## src/rtl/bram_arb_pkg.sv

```systemverilog
// Shared types and helpers for the BRAM port arbiter.
package bram_arb_pkg;

    localparam int unsigned WE_WIDTH = 4;

    typedef enum logic {
        ARB_IDLE   = 1'b0,
        ARB_LOCKED = 1'b1
    } arb_state_t;

    function automatic int unsigned rr_next(input int unsigned idx, input int unsigned n);
        return (idx + 1 >= n) ? 0 : idx + 1;
    endfunction

endpackage

```

## src/rtl/bram_arb_rdtrack.sv

```systemverilog
// Read-return tracker: RD_LATENCY-deep {valid,id} pipeline decoded into per-requester rvalid.
module bram_arb_rdtrack
    import bram_arb_pkg::*;
#(
    parameter int unsigned NUM_REQ    = 2,
    parameter int unsigned RD_LATENCY = 2,
    parameter int unsigned IDW        = 1
) (
    input  logic               clk,
    input  logic               rst,
    input  logic               i_issue,
    input  logic [IDW-1:0]     i_id,
    output logic [NUM_REQ-1:0] o_rvalid
);

    logic [RD_LATENCY-1:0] r_vld;
    logic [IDW-1:0]        r_id [RD_LATENCY];

    always_ff @(posedge clk or posedge rst) begin
        if (rst) begin
            r_vld <= '0;
            for (int unsigned i = 0; i < RD_LATENCY; i++) begin
                r_id[i] <= '0;
            end
        end else begin
            r_vld[0] <= i_issue;
            r_id[0]  <= i_id;
            for (int unsigned i = 1; i < RD_LATENCY; i++) begin
                r_vld[i] <= r_vld[i-1];
                r_id[i]  <= r_id[i-1];
            end
        end
    end

    always_comb begin
        o_rvalid = '0;
        if (r_vld[RD_LATENCY-1]) begin
            o_rvalid[r_id[RD_LATENCY-1]] = 1'b1;
        end
    end

endmodule

```

## src/rtl/bram_arbiter.sv

```systemverilog
// Round-robin arbiter sharing one BRAM port among NUM_REQ requesters, with burst lock.
// Optional statistics counters are enabled by defining BRAM_ARB_STATS_EN.
module bram_arbiter
    import bram_arb_pkg::*;
#(
    parameter int unsigned NUM_REQ    = 2,
    parameter int unsigned ADDR_WIDTH = 32,
    parameter int unsigned DATA_WIDTH = 32,
    parameter int unsigned RD_LATENCY = 2,
    parameter int unsigned MAX_LOCK   = 16
) (
    input  logic                           aclk,
    input  logic                           areset,
    input  logic [NUM_REQ-1:0]             req,
    input  logic [NUM_REQ-1:0]             req_lock,
    input  logic [NUM_REQ*ADDR_WIDTH-1:0]  req_addr,
    input  logic [NUM_REQ*DATA_WIDTH-1:0]  req_wrdata,
    input  logic [NUM_REQ*WE_WIDTH-1:0]    req_we,
    output logic [NUM_REQ-1:0]             gnt,
    output logic [NUM_REQ-1:0]             rvalid,
    output logic [DATA_WIDTH-1:0]          rddata,
    output logic [ADDR_WIDTH-1:0]          BRAM_ADDR,
    output logic [DATA_WIDTH-1:0]          BRAM_WRDATA,
    output logic [WE_WIDTH-1:0]            BRAM_WE,
    output logic                           BRAM_EN,
    output logic                           BRAM_CLK,
    input  logic [DATA_WIDTH-1:0]          BRAM_RDDATA
`ifdef BRAM_ARB_STATS_EN
    ,
    output logic [NUM_REQ*32-1:0]          stat_grants,
    output logic [NUM_REQ*32-1:0]          stat_stall
`endif
);

    localparam int unsigned     IDW      = (NUM_REQ > 1) ? $clog2(NUM_REQ) : 1;
    localparam int unsigned     CW       = $clog2(MAX_LOCK + 1);
    localparam logic [CW-1:0]   LOCK_MAX = CW'(MAX_LOCK);

    arb_state_t      r_state, w_state_nxt;
    logic [IDW-1:0]  r_rr, w_rr_nxt;
    logic [IDW-1:0]  r_owner, w_owner_nxt;
    logic [CW-1:0]   r_cnt, w_cnt_nxt;
    logic [ADDR_WIDTH-1:0] r_addr_hold;

    logic                  w_win, w_grant, w_own_ok, w_others, w_issue;
    logic [IDW-1:0]        w_win_id, w_scan_id;
    logic [NUM_REQ-1:0]    w_mask, w_owner_oh;
    logic [ADDR_WIDTH-1:0] w_win_addr;
    logic [WE_WIDTH-1:0]   w_win_we;

    always_ff @(posedge aclk or posedge areset) begin
        if (areset) begin
            r_state     <= ARB_IDLE;
            r_rr        <= '0;
            r_owner     <= '0;
            r_cnt       <= '0;
            r_addr_hold <= '0;
        end else begin
            r_state <= w_state_nxt;
            r_rr    <= w_rr_nxt;
            r_owner <= w_owner_nxt;
            r_cnt   <= w_cnt_nxt;
            if (w_grant) begin
                r_addr_hold <= w_win_addr;
            end
        end
    end

    // In LOCKED, r_rr already equals owner+1, so a fallback scan from r_rr
    // with the owner masked out is the "round-robin from owner+1" rule.
    always_comb begin
        w_state_nxt = r_state;
        w_rr_nxt    = r_rr;
        w_owner_nxt = r_owner;
        w_cnt_nxt   = r_cnt;
        w_win       = 1'b0;
        w_win_id    = '0;
        w_scan_id   = '0;
        w_owner_oh  = '0;
        w_owner_oh[r_owner] = 1'b1;
        w_others    = |(req & ~w_owner_oh);
        w_own_ok    = (r_state == ARB_LOCKED) && req[r_owner]
                      && !((r_cnt >= LOCK_MAX) && w_others);
        w_mask      = (r_state == ARB_LOCKED) ? (req & ~w_owner_oh) : req;

        if (w_own_ok) begin
            w_win    = 1'b1;
            w_win_id = r_owner;
            w_rr_nxt = IDW'(rr_next(32'(r_owner), NUM_REQ));
            if (req_lock[r_owner]) begin
                if (r_cnt < LOCK_MAX) begin
                    w_cnt_nxt = r_cnt + CW'(1);
                end
            end else begin
                w_state_nxt = ARB_IDLE;
                w_cnt_nxt   = '0;
            end
        end else begin
            for (int unsigned k = 0; k < NUM_REQ; k++) begin
                w_scan_id = IDW'((32'(r_rr) + k) % NUM_REQ);
                if (!w_win && w_mask[w_scan_id]) begin
                    w_win    = 1'b1;
                    w_win_id = w_scan_id;
                end
            end
            w_state_nxt = ARB_IDLE;
            w_cnt_nxt   = '0;
            if (w_win) begin
                w_rr_nxt = IDW'(rr_next(32'(w_win_id), NUM_REQ));
                if (req_lock[w_win_id]) begin
                    w_state_nxt = ARB_LOCKED;
                    w_owner_nxt = w_win_id;
                    w_cnt_nxt   = CW'(1);
                end
            end
        end
    end

    assign w_grant    = w_win & ~areset;
    assign w_win_addr = req_addr[32'(w_win_id)*ADDR_WIDTH +: ADDR_WIDTH];
    assign w_win_we   = req_we[32'(w_win_id)*WE_WIDTH +: WE_WIDTH];
    assign w_issue    = w_grant && (w_win_we == '0);

    always_comb begin
        gnt = '0;
        if (w_grant) begin
            gnt[w_win_id] = 1'b1;
        end
    end

    assign BRAM_ADDR   = w_grant ? w_win_addr : r_addr_hold;
    assign BRAM_WRDATA = req_wrdata[32'(w_win_id)*DATA_WIDTH +: DATA_WIDTH];
    assign BRAM_WE     = w_grant ? w_win_we : '0;
    assign BRAM_EN     = w_grant;
    assign BRAM_CLK    = aclk;
    assign rddata      = BRAM_RDDATA;

    bram_arb_rdtrack #(
        .NUM_REQ   (NUM_REQ),
        .RD_LATENCY(RD_LATENCY),
        .IDW       (IDW)
    ) u_rdtrack (
        .clk     (aclk),
        .rst     (areset),
        .i_issue (w_issue),
        .i_id    (w_win_id),
        .o_rvalid(rvalid)
    );

`ifdef BRAM_ARB_STATS_EN
    logic [31:0] r_stat_g [NUM_REQ];
    logic [31:0] r_stat_s [NUM_REQ];

    always_ff @(posedge aclk or posedge areset) begin
        if (areset) begin
            for (int unsigned i = 0; i < NUM_REQ; i++) begin
                r_stat_g[i] <= '0;
                r_stat_s[i] <= '0;
            end
        end else begin
            for (int unsigned i = 0; i < NUM_REQ; i++) begin
                if (gnt[i] && (r_stat_g[i] != '1)) begin
                    r_stat_g[i] <= r_stat_g[i] + 32'd1;
                end
                if (req[i] && !gnt[i] && (r_stat_s[i] != '1)) begin
                    r_stat_s[i] <= r_stat_s[i] + 32'd1;
                end
            end
        end
    end

    always_comb begin
        stat_grants = '0;
        stat_stall  = '0;
        for (int unsigned i = 0; i < NUM_REQ; i++) begin
            stat_grants[i*32 +: 32] = r_stat_g[i];
            stat_stall[i*32 +: 32]  = r_stat_s[i];
        end
    end
`endif

endmodule

```

## config.mk

```make
export PLATFORM = sky130hd
export DESIGN_NAME = bram_arbiter
export DESIGN_NICKNAME = d
export VERILOG_FILES = /design/src/rtl/bram_arb_pkg.sv /design/src/rtl/bram_arb_rdtrack.sv /design/src/rtl/bram_arbiter.sv
export SDC_FILE = /design/constraint.sdc
export NUM_CORES = 1
export LEC_CHECK = 0
export CAP_MARGIN = 20
export CORE_AREA = 2 2 109 111
export DETAILED_ROUTE_END_ITERATION = 8
export DIE_AREA = 0 0 111 113
export GPL_TIMING_DRIVEN = 0
export PLACE_DENSITY = 0.66
export SLEW_MARGIN = 15
export SYNTH_ARGS = -nofsm -noshare
export SYNTH_HDL_FRONTEND = slang
export SYNTH_SLANG_ARGS = --single-unit
```

## constraint.sdc

```tcl
create_clock -name aclk -period 3 [get_ports aclk]
set_clock_uncertainty 0.05 [all_clocks]
set_input_delay 0.3 -clock aclk [delete_from_list [all_inputs] [get_ports aclk]]
set_output_delay 0.3 -clock aclk [all_outputs]
set_load 0.03 [all_outputs]
```

Yosys cells after proc, flatten, opt, wreduce, memory -nomap -nowiden. Index checks and enable logic that the tools add are counted.

$add $sub $neg: 4. Magnitude comparators: 13. Equality and inequality tests: 2. Shift operators: 3. Multiplexer cells: 43. Bitwise operators: 5. Reductions and logical operators: 14.

Operator list (number): indexed part select 64 x 7 -> 32 bit (2); two-way mux 1 bit (32); two-way mux 32 bit (1); two-way mux 5 bit (3); < comparator 1 x 2 -> 1 bit (second input constant) (6); logical AND 1 bit (8); indexed part select 8 x 4 -> 4 bit (1); two-way mux 2 bit (3); adder 5 x 1 -> 5 bit (second input constant) (1); >= comparator 5 bit (second input constant) (1); < comparator 5 bit (second input constant) (1); adder 1 x 1 -> 2 bit (second input constant) (2); >= comparator 2 bit (second input constant) (2); logical NOT 4 bit (1); two-way mux 4 bit (1); demux 1 bit (select 1 bit) (3); >= comparator 1 bit (second input constant) (3); inequality test 3 x 2 -> 1 bit (second input constant) (1); AND reduction 3 bit (1); AND 2 bit (1); logical NOT 1 bit (2); inequality test 2 bit (second input constant) (1); inverter 1 bit (2); inverter 2 bit (1); other kinds (4) (4).

Register bits after elaboration: 44. Input port bits: 174. Output and inout port bits: 106. Logic and storage cells: 92.

Depth between registers and ports, before layout. Gate-level depths: netlist of the first run.

Word-level depth: 21. Gate-level depth with buffers: 7.

Hierarchy. Synthesis of the first run repeated with hierarchy kept, for this count alone.

Cells, all modules: 390. Area total of the unflattened synthesis: 2770.2 µm².

By module, submodules not included: bram_arbiter (times used 1, cells an instance 383, area an instance 2650.0 µm², seq. area each 1001.0 µm²); bram_arb_rdtrack (times used 1, cells an instance 7, area an instance 120.1 µm², seq. area each 100.1 µm²).

==> summary.md, run 1 <==
| Metric | Value |
|---|---|
| Worst r2r dst | r_addr_hold[9] |
| Detail-routed net length per standard cell | 15.3 um |
| TritonCTS clock tree | built |
| Critical path data arrival time | 2.53 ns |
| Maximum Capacitance Violations | 0 |
| Die height | 113 um |
| Period utilisation layout | 95.8% |
| Number of cells on the worst reg-to-reg path | 6 |
| Number of iterations in the first detailed-routing pass | 4 |
| Final core utilization | 49.4% |
| Worst vdd ir | 256 uV |
| Max Fanout on Critical Path | 10 |
| Critical Path Slowest Stage Cell | sky130_fd_sc_hd__clkdlybuf4s15_1 |
| CTS Hold Bufs | 0 |
| Number of cells after detailed placement | 781 |
| Total leakage power | 2.63 nW |
| Final setup viols | 0 |
| Critical Path End Type | output port |
| Top Family by Delay on Critical Path | buffers and inverters |
| Crit path largest cell delay | 0.40 ns |
| Signed area change from the synthesized netlist to the final layout | 99.8% |
| Net count, final | 827 |
| RSZ-0062 raised after global routing | no |
| Total die area | 0.0125 mm^2 |
| Proportion of register bits with asynchronous set or reset after synthesis | 100% |
| Clock transition at the registers of the reported paths | 0.06 ns |
| Sort of element at the start of the critical path | flop |
| Average via count per standard cell | 4.40 |
| Post-Syn Area | 0.00279 mm^2 |
| Register bit total from synthesis | 44 |
| Total nets after synthesis | 568 |
| Post-route non-filler standard cell count | 794 |
| Number of nets with antenna violations after routing | 0 |
| Synthesized instance count | 392 |
| Required arrival time at the worst endpoint | 2.65 ns |
| Core ar. | 0.0113 mm^2 |
| Number of unique standard cell types used by synthesis | 32 |
| Worst-margin pin slew | 0.579 ns |
| Post-route standard cell area excluding fillers | 0.00557 mm^2 |
| Clock period minus final worst setup slack | 2.88 ns |
| Avg Synthesized Cell Area | 7.11 um^2 |
| Dpl hpwl | 9570 um |
| Ordered cell list for the critical path | buf_2 > xor2_1 > o211ai_4 > inv_4 > buf_2 > a21oi_1 > a21oi_1 > clkdlybuf4s15_1 |
| Vias in the first global route | 3,705 |
| GR Util All Layers | 18.7% |
| CP Class | flop to output port |
| Post-detailed-route DRC marker count | 0 |
| Number of flops mapped to enable cells by yosys | 0 |
| Number of hold-slack violations in the final timing report | 0 |
| GPL Wtd Cong | 0.848 |
| Iteration-0 DRC Markers | 175 |
| Hold/Removal Path Class | input pin to asynchronous set/reset pin |
| Fin. max-slew vios | 0 |
| Leading register cell type out of synthesis | sky130_fd_sc_hd__dfrtp_1 |
| Cell Area, Placed | 0.00543 mm^2 |
| I/O pin total | 280 |
| Fill cells | 1,112 |
| Layout cell share with drive strength beyond 1 | 13.5% |
| Number of diodes added for antenna fixing | 0 |
| Largest net degree at the start of global routing | 23 |
| Total of warnings raised by yosys | 0 |
| Aggregate global routing overflow | 0 |
| DP Worst Slack | -1.26 ns |
| Worst-case setup margin in the final layout | 0.125 ns |
| Fmax | 348 MHz |
| Initial core utilization | 24.7% |
| Power density over the cells | 556 mW/mm^2 |
| Reg-to-reg startpoint | r_state |
| Final TNS setup | 0 ns |
| Share of synthesized area occupied by flip-flops and latches | 39.5% |
| Worst slew margin | 61.2% |
| Wire length of the first global-routing pass | 18,700 um |
| Vias | 3,493 |
| Number of buffers and inverters on the critical path | 4 |
| Initial antenna violation count | 0 |
| Flop2flop setup slack | 1.07 ns |
| Clk Latency, worst-skew pair | 0.39 ns |
| Count of input and output buffers | 246 |
| Cell row count | 39 |
| Run status | completed |
| Width of the chip | 111 um |
| Wire length reported by the detailed router | 12,200 um |
[layout by cell type (no fill, tap or decap), types with 2 or more instances in the layout]
| master | instances |
|---|---|
| sky130_fd_sc_hd__ha_1 | 2 |
| sky130_fd_sc_hd__clkbuf_16 | 8 |
| sky130_fd_sc_hd__buf_2 | 13 |
| sky130_fd_sc_hd__o2bb2ai_1 | 2 |
| sky130_fd_sc_hd__clkbuf_2 | 19 |
| sky130_fd_sc_hd__clkinvlp_4 | 2 |
| sky130_fd_sc_hd__nand2_1 | 141 |
| sky130_fd_sc_hd__nand3_1 | 2 |
| sky130_fd_sc_hd__buf_4 | 38 |
| sky130_fd_sc_hd__dlygate4sd2_1 | 45 |
| sky130_fd_sc_hd__nand3b_1 | 2 |
| sky130_fd_sc_hd__clkdlybuf4s15_1 | 10 |
| sky130_fd_sc_hd__clkbuf_1 | 2 |
| sky130_fd_sc_hd__inv_1 | 4 |
| sky130_fd_sc_hd__o41ai_1 | 2 |
| sky130_fd_sc_hd__dlymetal6s2s_1 | 2 |
| sky130_fd_sc_hd__mux2i_1 | 2 |
| sky130_fd_sc_hd__a21oi_1 | 70 |
| sky130_fd_sc_hd__o21ai_0 | 2 |
| sky130_fd_sc_hd__clkdlybuf4s50_1 | 175 |
| sky130_fd_sc_hd__dfrtp_1 | 44 |
| sky130_fd_sc_hd__nor2b_1 | 3 |
| sky130_fd_sc_hd__mux2_2 | 2 |
| sky130_fd_sc_hd__nor2_1 | 40 |
| sky130_fd_sc_hd__xor2_1 | 3 |
[worst max-delay path by stage]
| stage | start | end | slack [ns] | cells after the start |
|---|---|---|---|---|
| floorplan | areset | BRAM_ADDR[10] | 0.28 | 6 |
| global placement | areset | BRAM_ADDR[11] | -1.28 | 8 |
| detailed placement | areset | BRAM_ADDR[11] | -1.26 | 8 |
| CTS | areset | BRAM_EN | -0.01 | 6 |
| global route | r_cnt[4] | BRAM_ADDR[27] | 0.00006 | 8 |
| finish | r_cnt[4] | BRAM_ADDR[9] | 0.12 | 8 |
[synthesized netlist by cell type, types with 3 or more instances]
cell type,number,area share [%]
sky130_fd_sc_hd__a21oi_1,70,13
sky130_fd_sc_hd__buf_4,34,9.2
sky130_fd_sc_hd__dfrtp_1,44,40
sky130_fd_sc_hd__buf_2,15,2.7
sky130_fd_sc_hd__nor2_1,40,5.4
sky130_fd_sc_hd__inv_1,5,0.67
sky130_fd_sc_hd__nand2_1,141,19
sky130_fd_sc_hd__nor2b_1,3,0.67
sky130_fd_sc_hd__clkbuf_1,6,0.81
sky130_fd_sc_hd__xor2_1,3,0.94
[what timing repair did]
action / CTS / global route
pin swaps: 0 / 1
setup buffers: 1 / 0
resized for setup: 79 / 45
endpoints found under the setup margin: 71 / 33
cloned: 2 / 0
[power breakdown]
| group | internal [W] | total (W) | leakage, nW | switching, W |
|---|---|---|---|---|
| clock network | 0.000511 | 0.000779 | 0.112 | 0.000268 |
| registers | 0.000709 | 0.000754 | 0.514 | 0.0000446 |
| logic | 0.000604 | 0.00156 | 2.01 | 0.000958 |
| total | 0.00182 | 0.00309 | 2.63 | 0.00127 |
[stage by stage]
stage | hold slack (ns) | total power, W
floorplan | 0.257 | 0.00175
global placement | 0.285 | 0.00251
detailed placement | 0.287 | 0.00252
CTS | 0.245 | 0.00314
global route | 0.103 | 0.00328
finish | 0.0658 | 0.00309
[final cells by class]
cell class                      instances  area, um^2  share of cell area, %
Timing Repair Buffer                  246        2340                   42.0
Multi-Input combinational cell        284        1310                   23.4
Sequential cell                        44        1100                   19.8
Buffer                                 57         379                   6.81
Clock buffer                           10         214                   3.84
Tap cell                              143         179                   3.21
Inverter                                7        32.5                  0.584
Timing Repair inverter                  2        12.5                  0.225
Clock inverter                          1        5.00                 0.0899
[cell families after synthesis]
family / after synthesis / share of synthesized area [%]
simple gates: 195 / 27.7
compound gates: 79 / 15.2
buf+inv: 64 / 14.0
flops: 44 / 39.5
xor+xnor: 4 / 1.26
mux: 4 / 1.53
fa+ha+maj: 2 / 0.898
[worst reg2reg max path, cell delays in order, from the launching register on]
cell,delay (ns)
sky130_fd_sc_hd__dfrtp_1,0.42
sky130_fd_sc_hd__or3b_1,0.47
sky130_fd_sc_hd__o211ai_4,0.22
sky130_fd_sc_hd__inv_4,0.14
sky130_fd_sc_hd__buf_2,0.23
sky130_fd_sc_hd__a21oi_1,0.18
sky130_fd_sc_hd__a21oi_1,0.11
[registers in the layout (all words and copies together) (netlist names)]
name,cells
r_rr,1
r_cnt,5
u_rdtrack.r_vld,2
u_rdtrack.r_id,2
r_addr_hold,32
r_state,1
r_owner,1
[per-layer routing]
layer	vias to the layer above	global-route usage (%)	wire length, um
li1	1736	-	-
met1	1594	19.4	4470
met2	154	36.3	6570
met3	9	5.95	965
met4	0	5.08	158
met5	-	0	0
Power figures use the tool's default switching activity.
==> run 2, diff against run 1 <==
- GPL_TIMING_DRIVEN: 0 -> not set
==> run 2 against run 1 <==
Global-route usage shrank 1.7 points. Combinational power shrank 6%. Critical path depth shrank 2. Hold slack gained 0.24 ns. Fmax grew 0.71%. First-iteration DRC count shrank 30%. Total power shrank 2.9%. Sequential cell count is the same. Largest power group unchanged.
==> summary.md, run 2 (synthesis gave the netlist of run 1 again) <==
| Metric | Value |
|---|---|
| Worst slew margin | 60.9% |
| Critical Path End Type | output port |
| Fmax | 350 MHz |
| Wire length reported by the detailed router | 11,000 um |
| Final TNS setup | 0 ns |
| Iteration-0 DRC Markers | 122 |
| Post-route standard cell area excluding fillers | 0.00505 mm^2 |
| Worst vdd ir | 244 uV |
| Clk Latency, worst-skew pair | 0.39 ns |
| Share of power burned in combinational logic | 48.6% |
| TritonCTS clock tree | built |
| Number of diodes added for antenna fixing | 0 |
| Count of input and output buffers | 215 |
| Period utilisation layout | 95.2% |
| Number of nets with antenna violations after routing | 0 |
| Max Fanout on Critical Path | 33 |
| Width of the chip | 111 um |
| Largest net degree at the start of global routing | 45 |
| Total die area | 0.0125 mm^2 |
| Vias | 3,280 |
| Vias in the first global route | 3,422 |
| Fill cells | 1,123 |
| Initial antenna violation count | 0 |
| Critical Path Slowest Stage Cell | sky130_fd_sc_hd__clkdlybuf4s50_1 |
| Maximum Capacitance Violations | 0 |
| Registers with the most flip-flops | r_addr_hold: 32 flops, r_cnt: 5 flops |
| Top reg by flops | r_addr_hold |
| Number of flip-flops under the largest register name | 32 |
| Sw power | 0.00121 W |
| GR Util All Layers | 17.0% |
| Most used cells in the layout excluding fill and tap cells | sky130_fd_sc_hd__clkdlybuf4s50_1, sky130_fd_sc_hd__nand2_1, sky130_fd_sc_hd__a21oi_1 |
| Clock period minus final worst setup slack | 2.86 ns |
| Sort of element at the start of the critical path | flop |
| Initial core utilization | 24.7% |
| Post-CTS setup repair buffer count | 0 |
| GPL Wtd Cong | 0.832 |
| Crit path largest cell delay | 0.68 ns |
| Cell Area, Placed | 0.00489 mm^2 |
| Total leakage power | 2.34 nW |
| Commonest non-fill, non-tap cell in the layout | sky130_fd_sc_hd__clkdlybuf4s50_1 |
| Critical path data arrival time | 2.51 ns |
| Core ar. | 0.0113 mm^2 |
| Clk network pwr share | 25.9% |
| Ordered cell list for the critical path | or3b_1 > o211ai_4 > buf_12 > nand2_1 > nand2_1 > clkdlybuf4s50_1 |
| Run status | completed |
| Layout cell share with drive strength beyond 1 | 9.52% |
| CP Class | flop to output port |
| Required arrival time at the worst endpoint | 2.65 ns |
| Aggregate global routing overflow | 0 |
| Post-detailed-route DRC marker count | 0 |
| Fin. max-slew vios | 0 |
| Sequential share of power | 25.5% |
| Die height | 113 um |
| Power density over the cells | 595 mW/mm^2 |
| Net count, final | 754 |
| Switch share | 40.3% |
| Detail-routed net length per standard cell | 15.3 um |
| RSZ-0062 raised after global routing | no |
| I/O pin total | 280 |
| Wire length of the first global-routing pass | 17,100 um |
| Number of hold-slack violations in the final timing report | 0 |
| Number of iterations in the first detailed-routing pass | 4 |
| Final setup viols | 0 |
| Signed area change from the synthesized netlist to the final layout | 81.4% |
| Dpl hpwl | 8710 um |
| Internal portion of total power | 0.00179 W |
| Average via count per standard cell | 4.55 |
| Most repeated library cell on the critical path | sky130_fd_sc_hd__nand2_1 |
| Cell row count | 39 |
| Worst-margin pin slew | 0.587 ns |
| Clock transition at the registers of the reported paths | 0.06 ns |
| Hold/Removal Path Class | flop to flop |
## run 2: changes by cell type in the layout (fill, tap and decap cells not counted), sizes merged, moves of 2 or more
cell	change
clkdlybuf4s50	-23
dlygate4sd2	-7
buf	-11
clkdlybuf4s15	-10
clkbuf	-21
clkinvlp	-2
## run 2: power by group through the flow
| stage | Clock, W | Sequential [W] | Combinational, W |
|---|---|---|---|
| 6_report | 0.000777 | 0.000768 | 0.00146 |
| 5_1_grt | 0.000824 | 0.000780 | 0.00158 |
| 4_1_cts | 0.000805 | 0.000767 | 0.00148 |
| 3_5_place_dp | 0.0000555 | 0.000777 | 0.00155 |
| 3_3_place_gp | 0.0000555 | 0.000774 | 0.00154 |
| 2_1_floorplan | 0.0000499 | 0.000754 | 0.000944 |
## run 2: metal layers
metal / wire, um / track usage, % / up-vias
li1: - / - / 1592
met1: 4010 / 17.6 / 1513
met2: 5770 / 31.4 / 153
met3: 1030 / 5.95 / 22
met4: 228 / 7.00 / 0
met5: 0 / 0 / -
## run 2: path summary, 6_finish.rpt
path,startpoint,slack [ns],to,depth (start not counted)
hold reg to reg,u_rdtrack.r_id[1],0.30,u_rdtrack.r_id[0],0
setup reg to reg,r_state,1.14,u_rdtrack.r_vld[0],6
hold / removal,u_rdtrack.r_id[1],0.30,u_rdtrack.r_id[0],0
max in group asynchronous,areset,2.06,r_addr_hold[20],3
min in group asynchronous,areset,0.44,r_addr_hold[0],3
setup / recovery,r_state,0.14,BRAM_WRDATA[19],6
## run 2: stage by stage
stage / total power [W] / hold slack [ns] / utilization, % / setup WS [ns] / std cells
after floorplan: 0.00175 / 0.257 / - / 0.284 / 392
after global placement: 0.00236 / 0.287 / 43.3 / 0.0365 / 711
after detailed placement: 0.00238 / 0.286 / 43.3 / 0.0177 / 711
after CTS: 0.00305 / 0.301 / 44.8 / 0.000177 / 721
after global routing: 0.00318 / 0.317 / 44.8 / 0.0245 / 721
final: 0.00301 / 0.303 / 44.8 / 0.145 / 721
## run 2: critical path, delay by kind of cell, from the launching register on
family	cells	cell delay, ns
AO/OA/AOI/OAI	1	0.16
buffers and inverters	2	0.92
flip-flops	1	0.42
AND/OR/NAND/NOR	3	0.60
## run 2: what timing repair did
action	in CTS	in global routing
hold buffers	0	0
hold endpoints to repair	0	0
endpoints found under the setup margin	38	3
gates resized for setup	38	3
## run 2: area by class of cell
cell class / instances / area (um^2) / share of cell area [%]
sequential: 44 / 1100 / 21.8
timing repair buffer: 232 / 2210 / 43.7
clock inverter: 1 / 5.00 / 0.0990
clock buffer: 10 / 214 / 4.23
inverter: 7 / 32.5 / 0.644
multi-input combinational: 284 / 1320 / 26.0
tap: 143 / 179 / 3.54
